$ cat src/rtl/bram_ram_n_if.sv
// Bus bundle for bram_ram_n: write/read data, address, write enable,
// clear request and the sweep status flags.
interface bram_ram_n_if #(
  parameter int WIDTH     = 16,
  parameter int ADDR_BITS = 3
);
  logic [WIDTH-1:0]     in;
  logic [ADDR_BITS-1:0] address;
  logic                 load;
  logic                 clear;
  logic [WIDTH-1:0]     out;
  logic                 busy;
  logic                 clear_done;

  modport master (
    output in, address, load, clear,
    input  out, busy, clear_done
  );

  modport slave (
    input  in, address, load, clear,
    output out, busy, clear_done
  );
endinterface

$ cat src/rtl/bram_ram_n.sv
// Small RAM with combinational read and a clear sweep that zeroes one word
// per clock. Reset starts a sweep, so the array is all-zero once busy falls.
module bram_ram_n #(
  parameter int WIDTH     = 16,
  parameter int ADDR_BITS = 3
) (
  input logic          clk,
  input logic          rst_n,
  bram_ram_n_if.slave  bus
);
  localparam int DEPTH = 2 ** ADDR_BITS;

  localparam logic [0:0] IDLE  = 1'b0;
  localparam logic [0:0] CLEAR = 1'b1;

  localparam logic [ADDR_BITS-1:0] LAST = {ADDR_BITS{1'b1}};

  logic [WIDTH-1:0]     mem [DEPTH];
  logic [0:0]           state;
  logic [ADDR_BITS-1:0] ptr;
  logic                 done;

  logic                 we;
  logic [ADDR_BITS-1:0] waddr;
  logic [WIDTH-1:0]     wdata;

  // Pick the single write port source: the sweep owns it in CLEAR, the user
  // owns it in IDLE unless a clear request is arriving (which drops the load).
  always_comb begin
    we    = 1'b0;
    waddr = bus.address;
    wdata = bus.in;
    if (rst_n) begin
      if (state == CLEAR) begin
        we    = 1'b1;
        waddr = ptr;
        wdata = '0;
      end else begin
        we = bus.load && !bus.clear;
      end
    end
  end

  // Storage array; no reset so it maps onto block RAM.
  always_ff @(posedge clk) begin
    if (we) begin
      mem[waddr] <= wdata;
    end
  end

  // Sweep controller: reset parks in CLEAR at word 0, the sweep walks every
  // word once and flags completion for one cycle on the way back to IDLE.
  always_ff @(posedge clk) begin
    if (!rst_n) begin
      state <= CLEAR;
      ptr   <= '0;
      done  <= 1'b0;
    end else begin
      case (state)
        IDLE: begin
          done <= 1'b0;
          if (bus.clear) begin
            state <= CLEAR;
            ptr   <= '0;
          end
        end
        CLEAR: begin
          ptr <= ptr + 1'b1;
          if (ptr == LAST) begin
            state <= IDLE;
            done  <= 1'b1;
          end else begin
            done  <= 1'b0;
          end
        end
        default: begin
          state <= CLEAR;
          ptr   <= '0;
          done  <= 1'b0;
        end
      endcase
    end
  end

  assign bus.out        = mem[bus.address];
  assign bus.busy       = (state == CLEAR);
  assign bus.clear_done = done;
endmodule

$ cat src/flat_wrapper.sv
// flat-port wrapper written by rule: the top's interface ports become plain ports
module bram_ram_n_flat 
#(
  parameter int WIDTH     = 16,
  parameter int ADDR_BITS = 3
)
  (clk, rst_n, bus_in, bus_address, bus_load, bus_clear, bus_out, bus_busy, bus_clear_done);
  bram_ram_n_if #(.WIDTH(WIDTH), .ADDR_BITS(ADDR_BITS)) bus_i ();
  input logic clk;
  input logic rst_n;
  input wire logic [$bits(bus_i.in)-1:0] bus_in;
  input wire logic [$bits(bus_i.address)-1:0] bus_address;
  input wire logic [$bits(bus_i.load)-1:0] bus_load;
  input wire logic [$bits(bus_i.clear)-1:0] bus_clear;
  output wire logic [$bits(bus_i.out)-1:0] bus_out;
  output wire logic [$bits(bus_i.busy)-1:0] bus_busy;
  output wire logic [$bits(bus_i.clear_done)-1:0] bus_clear_done;
  assign bus_i.in = bus_in;
  assign bus_i.address = bus_address;
  assign bus_i.load = bus_load;
  assign bus_i.clear = bus_clear;
  assign bus_out = bus_i.out;
  assign bus_busy = bus_i.busy;
  assign bus_clear_done = bus_i.clear_done;
  bram_ram_n #(.WIDTH(WIDTH), .ADDR_BITS(ADDR_BITS)) u_core (.clk(clk), .rst_n(rst_n), .bus(bus_i));
endmodule
$ cat config.mk
export PLATFORM = sky130hd
export DESIGN_NAME = bram_ram_n_flat
export DESIGN_NICKNAME = d
export VERILOG_FILES = /design/src/rtl/bram_ram_n_if.sv /design/src/rtl/bram_ram_n.sv /design/src/flat_wrapper.sv
export SDC_FILE = /design/constraint.sdc
export NUM_CORES = 1
export LEC_CHECK = 0
export BUFFER_PORTS_ARGS = -buffer_cell sky130_fd_sc_hd__buf_2
export CELL_PAD_IN_SITES_DETAIL_PLACEMENT = 1
export CELL_PAD_IN_SITES_GLOBAL_PLACEMENT = 2
export CORE_MARGIN = 2
export CORE_UTILIZATION = 45
export DETAILED_ROUTE_END_ITERATION = 8
export HOLD_SLACK_MARGIN = 0.05
export PLACE_DENSITY = 0.85
export RECOVER_POWER = 50
export SETUP_SLACK_MARGIN = 0.15
export SLEW_MARGIN = 20
export SYNTH_ARGS = -nofsm -noshare
export SYNTH_HDL_FRONTEND = slang
export SYNTH_SLANG_ARGS = --single-unit
export TNS_END_PERCENT = 10
$ cat constraint.sdc
create_clock -name clk -period 3.1 [get_ports clk]
set_clock_uncertainty 0.2 [all_clocks]
set_input_delay 0.155 -clock clk [delete_from_list [all_inputs] [get_ports clk]]
set_output_delay 0.155 -clock clk [all_outputs]
set_load 0.02 [all_outputs]
==> results.rst, run 1 <==
.. list-table::
   :header-rows: 1

   * - Metric
     - Value
   * - Type of origin of the critical path
     - register
   * - Antenna violations before repair
     - 0
   * - Fraction of final layout cells with drive strength greater than 1
     - between 30% and 40%
   * - Wire length of the first global-routing pass
     - roughly 19000 µm
   * - Area of the mapped netlist
     - 5280 µm²
   * - Final TNS setup
     - 0 ns
   * - Site Rows
     - 39
   * - Total setup violations reported at the end of the flow
     - 0
   * - Hold violation count in the final report
     - 0
   * - Number of DRC violations after detailed routing
     - 0
   * - Cell family contributing the most delay on the critical path
     - buffers and inverters
   * - Clock latency reported for the late side of the worst-skew pair
     - 0.40 ns
   * - Die X-Extent
     - 112 µm
   * - Die span in y
     - about 110 µm
   * - Global-route usage over all layers
     - approximately 20%
   * - Synthesized-area fraction occupied by adder cells
     - 0.474%
   * - Number of vias per cell after detailed routing
     - between 5 and 6
   * - H-tree depth
     - 4
   * - Dominant combinational cell family by area after synthesis
     - multiplexers
   * - Final Max Slew Viols
     - 0
   * - Multiplexer share of the synthesized area
     - ~14%
   * - Total detailed-routing wirelength
     - about 12000 µm
   * - Synthesis warning total
     - 0
   * - Kind of end point of the critical path
     - register
   * - Net total in the final layout
     - ~370
   * - Core occupancy in the finished layout
     - roughly 55%
   * - Number of buffers inserted by port buffering
     - 40
   * - Outcome
     - complete, no violations
   * - Routed Antenna Nets
     - 0
   * - Core Box Area
     - around 11000 µm²
   * - Xor and xnor fraction of the mapped netlist area
     - 0%
   * - Num CTS Buffers
     - 17
   * - Flop and latch count out of synthesis
     - 133
   * - Unrepaired setup endpoints after global routing
     - no
   * - Post-DP Area
     - ~5700 µm²
   * - Die area
     - roughly 13000 µm²
   * - Simple-gate share of the synthesized area
     - under 10%
   * - Starting density of the core
     - between 40% and 50%
   * - Portion of the clock cycle consumed by the worst path in the final layout
     - 83.9%
   * - Number of placed I/O pins
     - between 40 and 50
   * - Category of the critical setup timing path
     - reg -> reg
   * - Max IR drop VDD
     - roughly 0.35 mV
   * - Maximum number of pins on one net before global-route repair
     - 19
   * - 1st-pass router iterations
     - 4
   * - Number of buffer and inverter instances along the worst setup path
     - 2
   * - Endpoint arrival time on the critical path
     - roughly 2.5 ns
   * - Wirelength per Cell
     - 23.6 µm
   * - CTS tree
     - built
   * - Sequential share of the synthesized area
     - roughly 75%
   * - Clock Tree Buf Depth
     - 2
   * - Clock-pin slew reported for the worst setup and hold paths after clock tree synthesis
     - around 0.060 ns
   * - Slowest stage delay, CP
     - around 0.75 ns
   * - Largest fanout on the critical path
     - 18
   * - Final Instance Area
     - between 6000 and 7000 µm²
   * - Final period demand of the worst path
     - about 2.6 ns
   * - Static Leakage
     - around 2.2 nW
   * - Routability congestion estimate
     - roughly 0.75
   * - Routed via count
     - around 2800
   * - Fillers
     - about 1100
   * - Crit path required time
     - 2.98 ns
   * - Via count of the first global-routing pass
     - about 3100
   * - Relative max-transition margin
     - 34.4%
   * - Slowest cell on crit path
     - sky130_fd_sc_hd__clkbuf_1
   * - Area growth from synthesis to layout
     - 20.0%
   * - Yosys cell types
     - 23
   * - Fmax achieved
     - around 380 MHz
   * - Clock Tree Root
     - sky130_fd_sc_hd__clkbuf_16
   * - Sink count of the clock tree
     - 133
   * - Sum of net half-perimeters after detailed placement
     - approximately 7500 µm
   * - Total nets after synthesis
     - between 300 and 400
   * - Leftover overflow at the end of global routing
     - 0
   * - Total inserted antenna cells
     - 0
   * - Post-synthesis average cell area
     - around 19 µm²
   * - Areal power density over the cells
     - 691 nW/µm²
   * - Synth Area in Compound Gates
     - 1.04%
   * - Worst Max-Slew Pin Slew
     - roughly 0.98 ns
   * - Cell-by-cell trace of the critical path
     - nand2_1 -> clkbuf_1 -> a31oi_1 -> nor2_1 -> buf_4
   * - Post-synthesis cell count
     - approximately 280
   * - MaxCap Viol Count
     - 0
   * - Tightest Hold Check Type
     - in -> reg
   * - Violation count after the first detailed-routing iteration
     - 230
## worst reg2reg max path: stages, from the launching register on
cell	delay, ns
sky130_fd_sc_hd__dfxtp_1	0.45
sky130_fd_sc_hd__nand2_1	0.19
sky130_fd_sc_hd__clkbuf_1	0.75
sky130_fd_sc_hd__a31oi_1	0.23
sky130_fd_sc_hd__nor2_1	0.15
sky130_fd_sc_hd__buf_4	0.31
## where the power goes
part / switching (W) / internal (W)
Sequential: 0.0000156 / 0.00202
Clock: 0.000722 / 0.00134
Combinational: 0.000171 / 0.000107
## layer usage
layer | vias to the layer above | share of wire [%] | wire length (µm) | GRT usage (%)
met1 | 1471 | 44 | 5170 | 27.8
met4 | 0 | 0.69 | 82 | 8.05
met2 | 78 | 50 | 5970 | 32.7
met3 | 5 | 5.0 | 596 | 4.27
met5 | - | 0 | 0 | 0
li1 | 1232 | - | - | -
## logic make-up after synthesis
group           Yosys count
flops                   133
simple gates             86
mux                      33
buf+inv                  17
compound gates           10
fa+ha+maj                 2
## worst paths after layout
| check | cells past startpoint | end | startpoint | slack, ns |
|---|---|---|---|---|
| hold reg to reg | 2 | u_core.ptr[0]$_SDFFE_PN0P_ | u_core.ptr[0]$_SDFFE_PN0P_ | 0.38 |
| hold / removal | 2 | u_core.mem[0][0]$_DFFE_PP_ | bus_in[0] | 0.14 |
| setup / recovery | 5 | u_core.mem[6][10]$_DFFE_PP_ | u_core.bus.busy$_SDFF_PN1_ | 0.50 |
| setup reg to reg | 5 | u_core.mem[6][10]$_DFFE_PP_ | u_core.bus.busy$_SDFF_PN1_ | 0.50 |
## cell usage after synthesis
| cell | number | area (µm²) |
|---|---|---|
| sky130_fd_sc_hd__a21oi_1 | 3 | 15.0 |
| sky130_fd_sc_hd__a31oi_1 | 4 | 25.0 |
| sky130_fd_sc_hd__and2_1 | 18 | 113 |
| sky130_fd_sc_hd__and3_1 | 1 | 6.26 |
| sky130_fd_sc_hd__and4_1 | 1 | 8.76 |
| sky130_fd_sc_hd__and4b_1 | 2 | 20.0 |
| sky130_fd_sc_hd__buf_2 | 5 | 25.0 |
| sky130_fd_sc_hd__buf_6 | 4 | 45.0 |
| sky130_fd_sc_hd__clkbuf_1 | 6 | 22.5 |
| sky130_fd_sc_hd__clkinv_1 | 1 | 3.75 |
| sky130_fd_sc_hd__dfxtp_1 | 5 | 100 |
| sky130_fd_sc_hd__edfxtp_1 | 128 | 3840 |
| sky130_fd_sc_hd__ha_1 | 2 | 25.0 |
| sky130_fd_sc_hd__inv_1 | 1 | 3.75 |
| sky130_fd_sc_hd__mux2_2 | 1 | 11.3 |
| sky130_fd_sc_hd__mux4_2 | 32 | 721 |
| sky130_fd_sc_hd__nand2_1 | 46 | 173 |
| sky130_fd_sc_hd__nor2_1 | 9 | 33.8 |
| sky130_fd_sc_hd__nor2b_1 | 4 | 25.0 |
| sky130_fd_sc_hd__nor3b_1 | 2 | 15.0 |
| sky130_fd_sc_hd__nor4b_1 | 1 | 8.76 |
| sky130_fd_sc_hd__nor4bb_1 | 2 | 20.0 |
| sky130_fd_sc_hd__o21ai_0 | 3 | 15.0 |
## cell usage in the layout (no fill, tap or decap)
master	instances
sky130_fd_sc_hd__edfxtp_1	128
sky130_fd_sc_hd__nand2_1	46
sky130_fd_sc_hd__buf_2	35
sky130_fd_sc_hd__mux4_2	32
sky130_fd_sc_hd__clkbuf_16	17
sky130_fd_sc_hd__and2_0	16
sky130_fd_sc_hd__buf_4	14
sky130_fd_sc_hd__nor2_1	9
sky130_fd_sc_hd__clkbuf_1	8
sky130_fd_sc_hd__dlygate4sd3_1	5
sky130_fd_sc_hd__dfxtp_1	5
sky130_fd_sc_hd__a31oi_1	4
sky130_fd_sc_hd__nor2b_1	4
sky130_fd_sc_hd__bufinv_16	4
sky130_fd_sc_hd__clkinv_2	4
sky130_fd_sc_hd__o21ai_0	3
sky130_fd_sc_hd__a21oi_1	3
sky130_fd_sc_hd__clkinv_4	3
sky130_fd_sc_hd__clkinv_1	2
sky130_fd_sc_hd__nor4bb_1	2
sky130_fd_sc_hd__and2_1	2
sky130_fd_sc_hd__and4b_1	2
sky130_fd_sc_hd__nor3b_1	2
sky130_fd_sc_hd__ha_1	2
sky130_fd_sc_hd__clkinvlp_4	2
sky130_fd_sc_hd__and4_1	1
sky130_fd_sc_hd__inv_1	1
sky130_fd_sc_hd__nor4b_1	1
sky130_fd_sc_hd__mux2_2	1
sky130_fd_sc_hd__and3_1	1
## through the flow
stage / worst slack (ns) / power [W] / instances / hold slack, ns
finish: 0.498 / 0.00438 / 502 / 0.135
detailed placement: 0.659 / 0.00236 / 465 / 0.244
floorplan: 0.735 / 0.00225 / 281 / 0.139
CTS: 0.633 / 0.00442 / 502 / 0.0501
global placement: 0.910 / 0.00234 / 465 / 0.222
global route: 0.293 / 0.00450 / 502 / 0.149
## layout make-up
type                            count  area (µm²)  area share, %
Clock buffer                       18         429           6.77
Clock inverter                     14         185           2.92
Inverter                            2        7.51          0.118
Multi-Input combinational cell    131        1230           19.5
Sequential cell                   133        3940           62.2
Tap cell                          143         179           2.82
Timing Repair Buffer               61         357           5.63
## state kept, by name (all words and copies together) (netlist names)
name                   flops
u_core.bus.busy            1
u_core.bus.clear_done      1
u_core.mem               128
u_core.ptr                 3
## timing repair
item / CTS / global route
endpoints found under the hold margin: 21 / 0
hold buffers: 5 / 0
setup buffers: 0 / 0
resized for setup: 0 / 0
Power figures use the tool's default switching activity.
==> run 2, diff against run 1 <==
==> constraint.sdc (replaced) <==
create_clock -name clk -period 2.4 [get_ports clk]
set_clock_uncertainty 0.2 [all_clocks]
set_input_delay 0.12 -clock clk [delete_from_list [all_inputs] [get_ports clk]]
set_output_delay 0.12 -clock clk [all_outputs]
set_load 0.02 [all_outputs]
==> results.rst, run 2 (synthesis gave the netlist of run 1 again) <==
.. list-table::
   :header-rows: 1

   * - Metric
     - Value
   * - Total inserted antenna cells
     - 0
   * - Antenna violations before repair
     - 0
   * - Biggest register
     - u_core.mem
   * - Clock Tree Buf Depth
     - 2
   * - Static Leakage
     - ~2.3 nW
   * - Outcome
     - complete, no violations
   * - Maximum number of pins on one net before global-route repair
     - 24
   * - Portion of the clock cycle consumed by the worst path in the final layout
     - between 80% and 90%
   * - Fmax achieved
     - between 400 and 500 MHz
   * - Destination of the worst hold path
     - u_core.mem[0][3]$_DFFE_PP_
   * - Category of the critical setup timing path
     - in -> out
   * - Worst Slack Setup Final
     - between 0.2 and 0.3 ns
   * - Type of origin of the critical path
     - input pin
   * - Final TNS setup
     - 0 ns
   * - CTS tree
     - built
   * - Multi-input logic area
     - roughly 1200 µm²
   * - Sink count of the clock tree
     - 133
   * - Number of DRC violations after detailed routing
     - 0
   * - Violation count after the first detailed-routing iteration
     - between 200 and 250
   * - Critical register-to-register path startpoint
     - u_core.bus.busy$_SDFF_PN1_
   * - Leftover overflow at the end of global routing
     - 0
   * - Global-route usage over all layers
     - roughly 21%
   * - Max IR drop VDD
     - around 0.48 mV
   * - Net total in the final layout
     - 385
   * - Area growth from synthesis to layout
     - 22.8%
   * - Number of vias per cell after detailed routing
     - 5.54
   * - Crit path required time
     - ~2.1 ns
   * - Die X-Extent
     - between 100 and 150 µm
   * - Final Max Slew Viols
     - 0
   * - Via count of the first global-routing pass
     - ~3100
   * - Kind of end point of the critical path
     - output pin
   * - Total detailed-routing wirelength
     - 12000 µm
   * - Total setup violations reported at the end of the flow
     - 0
   * - Final period demand of the worst path
     - 2.12 ns
   * - Clock-pin slew reported for the worst setup and hold paths after clock tree synthesis
     - 0.06 ns
   * - Clock Tree Root
     - sky130_fd_sc_hd__clkbuf_16
   * - Wirelength per Cell
     - roughly 23 µm
   * - Post-CTS setup repair buffer count
     - 0
   * - Endpoint of the worst register-to-register path
     - u_core.mem[0][8]$_DFFE_PP_
   * - Site Rows
     - 39
   * - Area of all sequential standard cells
     - roughly 4000 µm²
   * - Worst-case register-to-register setup slack
     - 0.35 ns
   * - Die area
     - around 13000 µm²
   * - Number of placed I/O pins
     - between 40 and 50
   * - Worst Max-Slew Pin Slew
     - ~0.66 ns
   * - Routed Antenna Nets
     - 0
   * - Largest fanout on the critical path
     - 10
   * - Endpoint arrival time on the critical path
     - ~1.8 ns
   * - Most frequent cells in the layout
     - 128 x sky130_fd_sc_hd__edfxtp_1, 45 x sky130_fd_sc_hd__nand2_1, 32 x sky130_fd_sc_hd__mux4_2
   * - Core Box Area
     - roughly 11000 µm²
   * - Fillers
     - roughly 1100
   * - Die span in y
     - ~110 µm
   * - Post-Place Worst Slack
     - 0.156 ns
   * - Max FFs per register
     - about 130
   * - Routed via count
     - 2860
   * - MaxCap Viol Count
     - 0
   * - Depth of the worst register-to-register path
     - 3
   * - Routability congestion estimate
     - ~0.74
   * - 1st-pass router iterations
     - 4
   * - Regs by FF count
     - u_core.mem: 128 flops, u_core.ptr: 3 flops
   * - Worst min-delay path startpoint
     - bus_in[3]
   * - Hold violation count in the final report
     - 0
   * - Sum of net half-perimeters after detailed placement
     - ~7600 µm
   * - Wire length of the first global-routing pass
     - between 15000 and 20000 µm
   * - Starting density of the core
     - a little under half
   * - Tightest Hold Check Type
     - in -> reg
   * - Relative max-transition margin
     - between 50% and 60%
   * - Hold-critical path depth
     - 2
   * - Most common cell after layout, fill and taps aside
     - sky130_fd_sc_hd__edfxtp_1
   * - Areal power density over the cells
     - about 870 nW/µm²
   * - Fraction of final layout cells with drive strength greater than 1
     - 28.7%
   * - Number of buffers inserted by port buffering
     - 40
   * - Clock latency reported for the late side of the worst-skew pair
     - 0.41 ns
   * - Num CTS Buffers
     - 17
   * - H-tree depth
     - 4
   * - Unrepaired setup endpoints after global routing
     - no
==> run 2: cell count changes in the layout (fill, tap and decap cells not counted), moves of 2 or more <==
cell / delta
sky130_fd_sc_hd__dlygate4sd3_1: +12
sky130_fd_sc_hd__clkinvlp_4: +2
sky130_fd_sc_hd__buf_12: +2
sky130_fd_sc_hd__inv_6: +2
sky130_fd_sc_hd__clkbuf_2: +2
sky130_fd_sc_hd__clkinv_2: -3
sky130_fd_sc_hd__clkbuf_1: +8
sky130_fd_sc_hd__buf_2: -11
==> run 2: how the worst max path moves through the flow <==
stage	start	to	slack, ns
after floorplan	u_core.bus.busy$_SDFF_PN1_	u_core.mem[0][0]$_DFFE_PP_	0.04
after global placement	u_core.bus.busy$_SDFF_PN1_	u_core.mem[6][3]$_DFFE_PP_	0.37
after detailed placement	u_core.bus.busy$_SDFF_PN1_	u_core.mem[0][2]$_DFFE_PP_	0.16
after CTS	u_core.bus.busy$_SDFF_PN1_	u_core.mem[0][11]$_DFFE_PP_	0.16
after global routing	bus_address[0]	bus_out[8]	0.14
final	bus_address[0]	bus_out[11]	0.28
==> run 2: power by group <==
group	leakage [nW]	internal [W]	switching [W]	total, W
clock network	0.283	0.00164	0.000977	0.00261
registers	1.22	0.00261	0.0000203	0.00263
logic	0.754	0.000154	0.000229	0.000383
==> run 2: what timing repair did <==
item                                    in CTS  in global routing
hold endpoints to repair                   117                  0
endpoints found under the setup margin       0                176
hold buffers                                17                  0
gates resized for setup                      0                  2
==> run 2: routing by layer <==
metal  track usage, %  share of wire, %  routed length (µm)  vias up
li1                 -                 -                   -     1264
met1             27.7                42                5080     1468
met5                0                 0                   0        -
met4             7.64               2.1                 250        0
met2             33.6                50                6020      102
met3             4.59               5.1                 605       26
==> run 2: layout make-up <==
cell class	count	area share [%]
Sequential cell	133	60.9
Multi-Input combinational cell	131	19.1
Timing Repair Buffer	75	7.80
Clock buffer	17	6.56
Clock inverter	15	2.80
Tap cell	143	2.76
Inverter	2	0.116
==> run 2: metrics by stage <==
step                instance area, µm²  hold WS [ns]  cells  utilization [%]  power, W
finish                            6480         0.160    516             56.7   0.00563
CTS                               6500        0.0554    516             56.9   0.00564
global route                      6480         0.165    516             56.7   0.00579
detailed placement                5730         0.212    467             50.1   0.00305
floorplan                         5280         0.104    281                -   0.00291
global placement                  5730         0.188    467             50.1   0.00303
==> run 2: critical path: stages <==
cell and delay (ns):
sky130_fd_sc_hd__clkbuf_2 0.29, sky130_fd_sc_hd__clkbuf_2 0.45, sky130_fd_sc_hd__mux4_2 0.58, sky130_fd_sc_hd__nand2_1 0.12, sky130_fd_sc_hd__nand2_1 0.06, sky130_fd_sc_hd__clkbuf_1 0.16
==> run 3, diff against run 2 <==
--- a/config.mk
+++ b/config.mk
@@ -6,14 +6,15 @@
 export NUM_CORES = 1
 export LEC_CHECK = 0
 export BUFFER_PORTS_ARGS = -buffer_cell sky130_fd_sc_hd__buf_2
-export CELL_PAD_IN_SITES_DETAIL_PLACEMENT = 1
-export CELL_PAD_IN_SITES_GLOBAL_PLACEMENT = 2
+export CELL_PAD_IN_SITES_DETAIL_PLACEMENT = 0
+export CELL_PAD_IN_SITES_GLOBAL_PLACEMENT = 1
 export CORE_MARGIN = 2
-export CORE_UTILIZATION = 45
+export CORE_UTILIZATION = 51
 export DETAILED_ROUTE_END_ITERATION = 8
 export HOLD_SLACK_MARGIN = 0.05
 export PLACE_DENSITY = 0.85
 export RECOVER_POWER = 50
+export REMOVE_ABC_BUFFERS = 1
 export SETUP_SLACK_MARGIN = 0.15
 export SLEW_MARGIN = 20
 export SYNTH_ARGS = -nofsm -noshare
==> results.rst, run 3 (synthesis gave the netlist of run 1 again) <==
.. list-table::
   :header-rows: 1

   * - Metric
     - Value
   * - Outcome
     - complete, no violations
   * - Via count of the first global-routing pass
     - between 2000 and 3000
   * - Maximum number of pins on one net before global-route repair
     - 21
   * - Routed via count
     - 2801
   * - Number of vias per cell after detailed routing
     - about 5.4
   * - CTS tree
     - built
   * - Static Leakage
     - 2.28 nW
   * - Total inserted antenna cells
     - 0
   * - Routability congestion estimate
     - between 0.7 and 0.8
   * - Critical path destination
     - u_core.mem[0][3]$_DFFE_PP_
   * - Routed Antenna Nets
     - 0
   * - Relative max-transition margin
     - between 50% and 60%
   * - Clock latency reported for the late side of the worst-skew pair
     - between 0.5 and 0.6 ns
   * - 1st-pass router iterations
     - 4
   * - Antenna violations before repair
     - 0
   * - Fraction of final layout cells with drive strength greater than 1
     - 29.3%
   * - Portion of the clock cycle consumed by the worst path in the final layout
     - 89.2%
   * - Max IR drop VDD
     - roughly 0.44 mV
   * - Post-DP Area
     - 5740 µm²
   * - Areal power density over the cells
     - between 800 and 900 nW/µm²
   * - Die X-Extent
     - about 110 µm
   * - Hold WS
     - 0.283 ns
   * - Total detailed-routing wirelength
     - 10300 µm
   * - Die area
     - about 11000 µm²
   * - Worst Max-Slew Pin Slew
     - around 0.61 ns
   * - Most frequent cells in the layout
     - 128 x sky130_fd_sc_hd__edfxtp_1, 46 x sky130_fd_sc_hd__nand2_1, 32 x sky130_fd_sc_hd__mux4_2, 32 x sky130_fd_sc_hd__buf_2, 22 x sky130_fd_sc_hd__buf_4
   * - Biggest register
     - u_core.mem
   * - Category of the critical setup timing path
     - reg -> reg
   * - Number of buffer and inverter instances along the worst setup path
     - 1
   * - Largest fanout on the critical path
     - 17
   * - Clock-pin slew reported for the worst setup and hold paths after clock tree synthesis
     - about 0.05 ns
   * - Fmax achieved
     - 467 MHz
   * - MaxCap Viol Count
     - 0
   * - Endpoint arrival time on the critical path
     - around 2.1 ns
   * - Regs by FF count
     - u_core.mem: 128 flops, u_core.ptr: 3 flops
   * - DR WL met2
     - between 5000 and 6000 µm
   * - Slowest cell on crit path
     - sky130_fd_sc_hd__dfxtp_1
   * - Kind of end point of the critical path
     - register
   * - Final period demand of the worst path
     - approximately 2.1 ns
   * - Crit path required time
     - around 2.4 ns
   * - Hold-critical path depth
     - 3
   * - Post-Place Worst Slack
     - just over 0.3 ns
   * - Clock Tree Buf Depth
     - 2
   * - Final Instance Area
     - ~6400 µm²
   * - Global-route usage over all layers
     - about a fifth
   * - Type of origin of the critical path
     - register
   * - Sum of net half-perimeters after detailed placement
     - 6010 µm
   * - Worst path depth
     - 3
   * - Endpoint of the worst register-to-register path
     - u_core.mem[0][3]$_DFFE_PP_
   * - Crit path from
     - u_core.bus.busy$_SDFF_PN1_
   * - Core Box Area
     - slightly above 10000 µm²
   * - Cell-by-cell trace of the critical path
     - nand2_1 -> clkbuf_1 -> and2_0
   * - Number of buffers inserted by port buffering
     - 40
   * - Most common cell after layout, fill and taps aside
     - sky130_fd_sc_hd__edfxtp_1
   * - Number of DRC violations after detailed routing
     - 0
   * - Max FFs per register
     - between 100 and 150
   * - Depth of the worst register-to-register path
     - 3
   * - Total setup violations reported at the end of the flow
     - 0
   * - Core occupancy in the finished layout
     - a little over three fifths
   * - Leftover overflow at the end of global routing
     - 0
   * - Slowest stage delay, CP
     - around 0.59 ns
   * - Starting density of the core
     - between 50% and 60%
   * - Unrepaired setup endpoints after global routing
     - no
   * - Wire length of the first global-routing pass
     - 15700 µm
   * - Worst-case register-to-register setup slack
     - 0.26 ns
   * - Uppermost metal layer occupied by signal nets
     - met4
   * - Number of placed I/O pins
     - 41
   * - H-tree depth
     - 4
   * - Final Max Slew Viols
     - 0
   * - Hold violation count in the final report
     - 0
   * - Post-Route M1 WL
     - approximately 4100 µm
   * - Amount of wire on met3 after detailed routing
     - roughly 840 µm
   * - Tightest Hold Check Type
     - in -> reg
   * - Wirelength per Cell
     - between 20 and 25 µm
   * - Cell family contributing the most delay on the critical path
     - simple AND/OR/NAND/NOR gates
   * - Die span in y
     - roughly 110 µm
   * - Area growth from synthesis to layout
     - 21.8%
   * - Num CTS Buffers
     - 17
   * - Final TNS setup
     - 0 ns
   * - Net total in the final layout
     - slightly below 400
   * - Site Rows
     - 37
   * - Critical register-to-register path startpoint
     - u_core.bus.busy$_SDFF_PN1_
   * - Violation count after the first detailed-routing iteration
     - between 200 and 300
   * - Fillers
     - between 700 and 800
   * - Worst Slack Setup Final
     - around 0.26 ns
   * - Sink count of the clock tree
     - 133
   * - Clock Tree Root
     - sky130_fd_sc_hd__clkbuf_8
## run 3: changes by cell type in the layout (fill, tap and decap cells not counted), sizes merged
cell and change:
clkbuf -3, buf +14, clkinvlp -4, dlygate4sd3 +2, inv -2, bufinv -1
## run 3: report_power, final
group          switching (W)  internal [W]  total [W]
sequential         0.0000184       0.00262    0.00263
clock               0.000825       0.00144    0.00226
combinational       0.000209      0.000158   0.000367
## run 3: layout make-up
| class | instances | area [µm²] | share of cell area [%] |
|---|---|---|---|
| Clock inverter | 8 | 86.3 | 1.34 |
| Timing Repair Buffer | 84 | 559 | 8.70 |
| Clock buffer | 21 | 429 | 6.67 |
| Multi-Input combinational cell | 131 | 1230 | 19.2 |
| Tap cell | 136 | 170 | 2.65 |
| Inverter | 2 | 7.51 | 0.117 |
| Sequential cell | 133 | 3940 | 61.3 |
## run 3: stage by stage
stage                     total power [W]  std cells
after floorplan                   0.00287        266
after global placement            0.00302        467
after CTS                         0.00531        515
final                             0.00526        515
after detailed placement          0.00303        467
after global routing              0.00544        515
## run 3: worst register-to-register path: cells and delay by family (launching register included)
family / cells / cell delay [ns]
DFF: 1 / 0.59
and+or+nand+nor: 2 / 0.73
buffers and inverters: 1 / 0.30
## run 3: per-layer routing
layer	track usage, %	vias to the layer above
li1	-	1276
met1	25.0	1397
met2	33.1	115
met3	6.31	13
met4	7.89	0
met5	0	-
## run 3: timing repair
| action | in CTS | in global routing |
|---|---|---|
| hold buffers | 19 | 0 |
| buffers inserted | 0 | 0 |
| endpoints found under the hold margin | 133 | 0 |
| gates resized for setup | 0 | 0 |
## run 3: worst min path at each step
stage,slack [ns],startpoint,end
3_5_place_dp,0.19,rst_n,u_core.bus.busy$_SDFF_PN1_
2_1_floorplan,-0.004,rst_n,u_core.bus.busy$_SDFF_PN1_
3_3_place_gp,0.19,rst_n,u_core.bus.busy$_SDFF_PN1_
4_1_cts,0.26,bus_address[1],u_core.mem[4][8]$_DFFE_PP_
5_1_grt,0.28,rst_n,u_core.ptr[1]$_SDFFE_PN0P_
6_report,0.28,rst_n,u_core.ptr[0]$_SDFFE_PN0P_
